## src/rtl/divider_pkg.sv

```systemverilog
// Shared types for the non-restoring sequential divider: FSM state encoding
// and the iteration-counter width helper.
package divider_pkg;

  typedef enum logic [1:0] {
    IDLE = 2'd0,
    CALC = 2'd1,
    FIX  = 2'd2,
    DONE = 2'd3
  } state_e;

  // Counter holds DW-1 down to 0, so $clog2(DW) bits suffice for DW >= 2.
  function automatic int cnt_width(input int dw);
    return (dw < 2) ? 1 : $clog2(dw);
  endfunction

endpackage

```

## src/rtl/divider_nr_step.sv

```systemverilog
// One combinational non-restoring iteration on a (VW+1)-bit two's-complement
// partial remainder; with fix_i set it performs the final corrective add instead.
module divider_nr_step #(
  parameter int VW = 4
) (
  input  logic [VW:0]   r_i,
  input  logic          a_msb_i,
  input  logic [VW-1:0] b_i,
  input  logic          fix_i,
  output logic [VW:0]   r_o,
  output logic          q_o
);

  logic [VW:0] opnd;
  logic [VW:0] b_ext;
  logic        add;

  // The shifted remainder may wrap in VW+1 bits, but the result always lands
  // back in [-B, B), so modular arithmetic gives the exact value.
  always_comb begin
    b_ext = {1'b0, b_i};
    opnd  = fix_i ? r_i : {r_i[VW-1:0], a_msb_i};
    add   = fix_i | r_i[VW];
    r_o   = add ? (opnd + b_ext) : (opnd - b_ext);
    // With B=0 the true remainder never goes negative; the sign bit only
    // reflects wrap-around, so the quotient bit is forced to 1.
    q_o   = ~r_o[VW] | (b_i == '0);
  end

endmodule

```

## src/rtl/divider_nr_seq.sv

```systemverilog
// Iterative non-restoring unsigned divider, one quotient bit per clock.
// Optional divide-by-zero short-cut enabled by defining DIVIDER_DBZ_EN.
module divider_nr_seq
  import divider_pkg::*;
#(
  parameter int DW = 8,
  parameter int VW = 4
) (
  input  logic          clk,
  input  logic          rst_n,
  input  logic          in_valid,
  output logic          in_ready,
  input  logic [DW-1:0] dividend,
  input  logic [VW-1:0] divisor,
  output logic          out_valid,
  input  logic          out_ready,
  output logic [DW-1:0] quotient,
  output logic [VW-1:0] remainder,
  output logic          dbz,
  output state_e        dbg_state
);

  localparam int CW = cnt_width(DW);

  // Handshake: a transfer happens on a rising edge where valid && ready.
  // in_ready is high only in IDLE; out_valid is high only in DONE and stays
  // high with stable data until out_ready is seen (or reset).
  state_e        state_q, state_d;
  logic [DW-1:0] a_q, a_d;
  logic [VW-1:0] b_q, b_d;
  logic [VW:0]   r_q, r_d;
  logic [CW-1:0] cnt_q, cnt_d;
  logic [VW:0]   step_r;
  logic          step_q;
  logic          accept;

`ifdef DIVIDER_DBZ_EN
  logic dbz_q, dbz_d;
  logic b_zero;
  assign b_zero = (divisor == '0);
`endif

  assign accept = in_valid && in_ready;

  divider_nr_step #(.VW(VW)) u_step (
    .r_i     (r_q),
    .a_msb_i (a_q[DW-1]),
    .b_i     (b_q),
    .fix_i   (state_q == FIX),
    .r_o     (step_r),
    .q_o     (step_q)
  );

  always_ff @(posedge clk or negedge rst_n) begin
    if (!rst_n) state_q <= IDLE;
    else        state_q <= state_d;
  end

  always_comb begin
    state_d = state_q;
    case (state_q)
      IDLE: begin
        if (accept) begin
`ifdef DIVIDER_DBZ_EN
          state_d = b_zero ? DONE : CALC;
`else
          state_d = CALC;
`endif
        end
      end
      CALC:    if (cnt_q == '0) state_d = FIX;
      FIX:     state_d = DONE;
      DONE:    if (out_ready) state_d = IDLE;
      default: state_d = IDLE;
    endcase
  end

  always_comb begin
    in_ready  = (state_q == IDLE);
    out_valid = (state_q == DONE);
    quotient  = a_q;
    remainder = r_q[VW-1:0];
    dbg_state = state_q;
`ifdef DIVIDER_DBZ_EN
    dbz       = dbz_q;
`else
    dbz       = 1'b0;
`endif
  end

  always_comb begin
    a_d   = a_q;
    b_d   = b_q;
    r_d   = r_q;
    cnt_d = cnt_q;
`ifdef DIVIDER_DBZ_EN
    dbz_d = dbz_q;
`endif
    case (state_q)
      IDLE: begin
        if (accept) begin
          a_d   = dividend;
          b_d   = divisor;
          r_d   = '0;
          cnt_d = CW'(DW - 1);
`ifdef DIVIDER_DBZ_EN
          dbz_d = 1'b0;
          if (b_zero) begin
            a_d   = '1;
            r_d   = {1'b0, dividend[VW-1:0]};
            dbz_d = 1'b1;
          end
`endif
        end
      end
      CALC: begin
        r_d   = step_r;
        a_d   = {a_q[DW-2:0], step_q};
        cnt_d = cnt_q - CW'(1);
      end
      FIX: begin
        if (r_q[VW]) r_d = step_r;
      end
      default: ;
    endcase
  end

  always_ff @(posedge clk or negedge rst_n) begin
    if (!rst_n) begin
      a_q   <= '0;
      b_q   <= '0;
      r_q   <= '0;
      cnt_q <= '0;
    end else begin
      a_q   <= a_d;
      b_q   <= b_d;
      r_q   <= r_d;
      cnt_q <= cnt_d;
    end
  end

`ifdef DIVIDER_DBZ_EN
  always_ff @(posedge clk or negedge rst_n) begin
    if (!rst_n) dbz_q <= 1'b0;
    else        dbz_q <= dbz_d;
  end
`endif

endmodule

```

## config.mk

```make
export PLATFORM = sky130hd
export DESIGN_NAME = divider_nr_seq
export DESIGN_NICKNAME = d
export VERILOG_FILES = /design/src/rtl/divider_pkg.sv /design/src/rtl/divider_nr_step.sv /design/src/rtl/divider_nr_seq.sv
export SDC_FILE = /design/constraint.sdc
export NUM_CORES = 1
export LEC_CHECK = 0
export BUFFER_PORTS_ARGS = -buffer_cell sky130_fd_sc_hd__buf_2
export CAP_MARGIN = 20
export CORE_UTILIZATION = 30
export DETAILED_ROUTE_END_ITERATION = 12
export GPL_TIMING_DRIVEN = 0
export MAX_ROUTING_LAYER = met4
export PLACE_DENSITY = 0.47
export SYNTH_ARGS = -nofsm -noshare
export SYNTH_HDL_FRONTEND = slang
export SYNTH_SLANG_ARGS = --single-unit
```

## constraint.sdc

```tcl
create_clock -name clk -period 4.85 [get_ports clk]
set_input_delay 0.7275 -clock clk [delete_from_list [all_inputs] [get_ports clk]]
set_output_delay 0.7275 -clock clk [all_outputs]
set_load 0.02 [all_outputs]
```

Word level (Yosys, flattened, before mapping). Cells that the tools add are included. W data, S select, Z words.

Output and inout bits: 17. Register bits after elaboration: 22. Bits of input ports: 16. Logic and storage cells: 43.

Add/subtract/negate cells: 3. Muxes and demuxes: 13. Reductions and logical operators: 11. Bitwise gates (word level): 3. Equal/unequal tests: 7.

Operator list (number): $mux W5 (4); $pmux W8 S2 (1); $pmux W5 S3 (1); $mux W8 (1); $pmux W2 S4 (1); $mux W2 (3); $pmux W3 S2 (1); $reduce_and A2 Y1 (3); $reduce_and A3 Y1 (2); $add A5 B4 Y5 (1); $sub A5 B4 Y5 (1); $eq A2 B2 Y1 const B (2); $logic_not A4 Y1 (1); $ne A2 B1 Y1 const B (2); $ne A2 B2 Y1 const B (2); $logic_not A3 Y1 (1); $mux W3 (1); $reduce_bool A3 Y1 (1); $sub A3 B1 Y3 const B (1); $eq A2 B1 Y1 const B (1); $logic_not A2 Y1 (1); $or A1 B1 Y1 (2); $reduce_bool A2 Y1 (1); $logic_and A1 B1 Y1 (1); $not A1 Y1 (1).

Logic depth before layout (Yosys ltp).
Depth in word-level cells: 7. Gate-level depth with buffers: 11. Depth with buffers taken out: 10.

Cells and area by module. From an unflattened synthesis, not the netlist that was laid out.

Cells, all modules: 149. Area, all modules: 1552.7 um2.

By module, submodules not included: divider_nr_seq (cells each 113, instances 1, area each 1238.7 um2, sequential area each 550.5 um2); divider_nr_step (cells each 36, instances 1, area each 314.1 um2, sequential area each 0.0 um2).

Worst setup path before layout. Ideal clock, no wire load.

Path type: register to register. Start point: register state_q[0] (netlist: dbg_state[0]). End point: register r_q[4]. Slack: 2.172 ns. Arrival time: 2.592 ns. Library setup time: 0.087 ns. Clock period less this slack: 2.678 ns. Required time: 4.763 ns. Path buffers: 1. Cell stages (with the launch flop): 12. Cell sequence: dfrtp_1 -> inv_1 -> ha_1 -> buf_6 -> nor2_1 -> o31ai_1 -> xnor2_1 -> ha_1 -> a21oi_1 -> a211o_1 -> or4b_1 -> o211ai_1.

Word-level cells in the longest chain between the ends: 6. Elaborated cells on any way between the ends: 14. Those cells by class: add/sub (2); eq/ne (3); mux (4); bitwise (1); reduce/logical (4).

Ends and longest elaborated chain: start, declared (RTL line divider_nr_seq.sv:28) `state_e state_q, state_d;`; start signal, assigned (RTL line divider_nr_seq.sv:56) `else state_q <= state_d;`; $eq A2 B2 Y1 (RTL line divider_nr_seq.sv:49, divider_nr_seq.sv:99); $mux W5 (RTL line divider_nr_step.sv:22) `opnd = fix_i ? r_i : {r_i[VW-1:0], a_msb_i};`; $sub A5 B4 Y5 / $add A5 B4 Y5 (equally long branches) (RTL line divider_nr_step.sv:24) `r_o = add ? (opnd + b_ext) : (opnd - b_ext);`; $mux W5 (RTL line divider_nr_step.sv:24); $mux W5 (RTL line divider_nr_seq.sv:122) `if (r_q[VW]) r_d = step_r;`; $pmux W5 S3 (RTL line divider_nr_seq.sv:99) `case (state_q)`; end signal, assigned (RTL line divider_nr_seq.sv:137) `r_q <= r_d;`; end, declared (RTL line divider_nr_seq.sv:31) `logic [VW:0] r_q, r_d;`.

Several ways; a longest one is shown, not always the timed one. The select of a mux whose other input is x is not followed. A chain may end at the register's enable or synchronous reset.

Worst setup path after layout. Ends and elaborated chain as after synthesis.

==> results.yml <==
timing:
  fmax_ghz: 0.355
  timing.slew.headroom_pct: 65.1
  tightest_slew_ps: 524
  hold_viol: 0
  setup_viol: 0
  period_needed_ps: 2810
  rsz0062_at_grt: "false"
  finalCritPeriodShare_pct: 58.0
  setup_tns_ps: 0
  finalClockSkew_ps: 1.68
  maxSlewViolCount: 0
clocking:
  clkTransAtPathRegs_ps: 80
  cts_resized: 0
  root_buffer: "clkbuf_8"
  clk_latency_ps: 270
  cts_sinks: 22
  cts_tree: "yes"
  post-cts-setup-buffers: 0
  cts_max_path_buffers: 2
  h-tree-depth: 1
  cts_hold_buf: 0
  cts_buffers: 3
die:
  die_h_um: 72.3
  dieArea_um2: 5230
  row_count: 25
  core_area_um2: 4750
  die_x_um: 72.3
  ioPinCount: 33
  start_util_pct: 31.2
flow_run:
  cap_violations: 0
critical_path:
  crit_buf_inv: 2
  crit_family: "simple AND/OR/NAND/NOR gates"
  critPathMaxFanout: 10
  critPathMostFrequentCell: "ha_1"
  reg2reg_from: "dbg_state[0]$_DFFE_PN0P_"
  r2r_end: "r_q[4]$_DFFE_PN0P_"
  worst-path-stages: 11
  slowest_stage: "or4b_1"
  r2r_slack_ps: 2040
  critPathKind: "flip-flop to flip-flop"
  worst_setup_path_end_kind: "flip-flop"
  required_ps: 5030
  critPathArrivalTime_ps: 3000
  path_cells: "inv_1 > ha_1 > buf_6 > nor2_1 > o31ai_1 > xnor2_1 > ha_1 > a21oi_1 > a211o_1 > or4b_1 > o211ai_1"
  slowest_delay_ps: 520
  reg2reg_depth: 11
  cp-start-kind: "flip-flop"
place:
  hpwl_um: 2600
  io_buffers: 30
  gp_congestion: 0.809
global_routing:
  gr-total-overflow: 0
  grt_usage_pct: 14.4
  antenna_found_initial: 0
  grt_max_degree: 23
  grt_pass1_vias: 1157
  grt_pass1_wl_um: 5630
cells_and_area:
  nets: 220
  final_common_cell: "buf_2"
  post-route-util_pct: 37.6
  synthToLayoutAreaGrowth_pct: 20.6
  final_cell_mix: "buf_2, dfrtp_1, nor2_1"
  drive_gt1_share_pct: 28.4
  antennaDiodeCount: 0
synth:
  synth_seq_cells: 22
  ys_types: 39
  yosysWarnings: 0
  seq_area_frac_synth_pct: 37.1
  netlist_area_um2: 1480
  syn_nets: 185
  avgSynthCellArea_um2: 9.50
  synthCells: 156
power_and_ir_drop:
  power_density_nw_per_um2: 770
  ir_drop_v: 0.000228
  power.leakage_uw: 0.000871
route:
  num_vias: 1219
  detail_route.wl_per_cell_um: 13.5
  drtIter0Drc: 38
  via_per_inst: 4.74
  routed_wl_um: 3460
  dr.pass1.iters: 4
  postRouteAntennaNets: 0
  drt_drc_violations_left: 0
worst_hold_path:
  hold_path.class: "primary input to async pin"
outcome:
  status: "complete, no violations"
power by group:
group / internal, µW / switching, µW / total, µW / leakage [µW]
clock: 110 / 63.8 / 174 / 0.0000357
sequential: 269 / 84.7 / 354 / 0.000267
combinational: 366 / 482 / 848 / 0.000569
Yosys cell counts, drive strengths merged:
master   number  area [µm²]
a211o         2        17.5
a21o          1        7.51
a21oi         6        33.8
a221oi        1        8.76
a22o          3        26.3
a22oi         6        45.0
a31oi         7        43.8
and2          2        12.5
and2b         1        7.51
buf          11        75.1
clkbuf        2        7.51
conb          1        3.75
dfrtp        22         551
fa            1        20.0
ha           12         150
inv          12        45.0
mux2          9         105
nand2         5        18.8
nand2b        2        12.5
nand3         1        5.00
nor2         14        52.6
nor2b         7        43.8
nor3          2        10.0
nor3b         3        22.5
nor4b         1        8.76
o2111ai       1        8.76
o211ai        2        15.0
o21ai        10        50.1
o22ai         1        6.26
o31ai         2        15.0
o32ai         1        8.76
or4b          1        10.0
xnor2         1        8.76
xor2          3        26.3
registers in the layout, indices dropped and copies added, names as in the netlist:
signal,count
cnt_q,3
r_q,5
quotient,8
b_q,4
dbg_state,2
cell families (layout without fill, tap and decap cells):
| group | Yosys count | count (layout) | synth area share, % |
|---|---|---|---|
| buf+inv | 25 | 59 | 8.61 |
| xor+xnor | 4 | 4 | 2.36 |
| simple gates | 39 | 39 | 13.8 |
| fa+ha+maj | 13 | 13 | 11.5 |
| compound gates | 43 | 43 | 19.3 |
| mux | 9 | 9 | 7.09 |
| other cells | 1 | 1 | 0.253 |
| flops | 22 | 22 | 37.1 |
worst reg2reg max path, delay by kind of cell (launching register included):
kind                     cells  cell delay [ps]
AND/OR/NAND/NOR              2              700
AO/OA/AOI/OAI                4              620
adder cells (fa/ha/maj)      2              570
flip-flops                   1              430
buffers and inverters        2              260
XOR/XNOR                     1              140
layer usage:
layer  global-route usage [%]  share of wire (%)  wire length (µm)  up-vias
li1                         -                  -                 -      612
met1                     18.3                 45              1550      577
met2                     23.7                 50              1740       26
met3                     2.22                4.0               139        4
met4                     4.58                1.1                39        0
met5                        -                  0                 0        -
layout make-up:
| type | instances | area, µm² |
|---|---|---|
| clock inverter | 1 | 30.0 |
| multi-input combinational | 109 | 805 |
| tap | 67 | 83.8 |
| fill | 523 | 2970 |
| sequential | 22 | 551 |
| inverter | 12 | 45.0 |
| clock buffer | 3 | 41.3 |
| timing repair buffer | 30 | 150 |
| buffer | 13 | 82.6 |
metrics by stage:
step | total power [µW] | instances | worst slack (ps) | area, µm² | hold slack (ps)
after floorplan | 999 | 156 | 2170 | 1480 | 432
after global placement | 1180 | 253 | 2160 | 1720 | 455
after detailed placement | 1210 | 253 | 2070 | 1720 | 457
after CTS | 1390 | 257 | 2050 | 1790 | 447
after global routing | 1500 | 257 | 1910 | 1790 | 465
final | 1380 | 257 | 2040 | 1790 | 427
worst max-delay path by stage:
stage / startpoint / to / slack (ps)
after floorplan: dbg_state[0]$_DFFE_PN0P_ / r_q[4]$_DFFE_PN0P_ / 2170
after global placement: dbg_state[0]$_DFFE_PN0P_ / r_q[4]$_DFFE_PN0P_ / 2160
after detailed placement: dbg_state[0]$_DFFE_PN0P_ / r_q[4]$_DFFE_PN0P_ / 2070
after CTS: dbg_state[0]$_DFFE_PN0P_ / r_q[4]$_DFFE_PN0P_ / 2050
after global routing: dbg_state[0]$_DFFE_PN0P_ / r_q[4]$_DFFE_PN0P_ / 1910
final: dbg_state[0]$_DFFE_PN0P_ / r_q[4]$_DFFE_PN0P_ / 2040
Power figures use the tool's default switching activity.
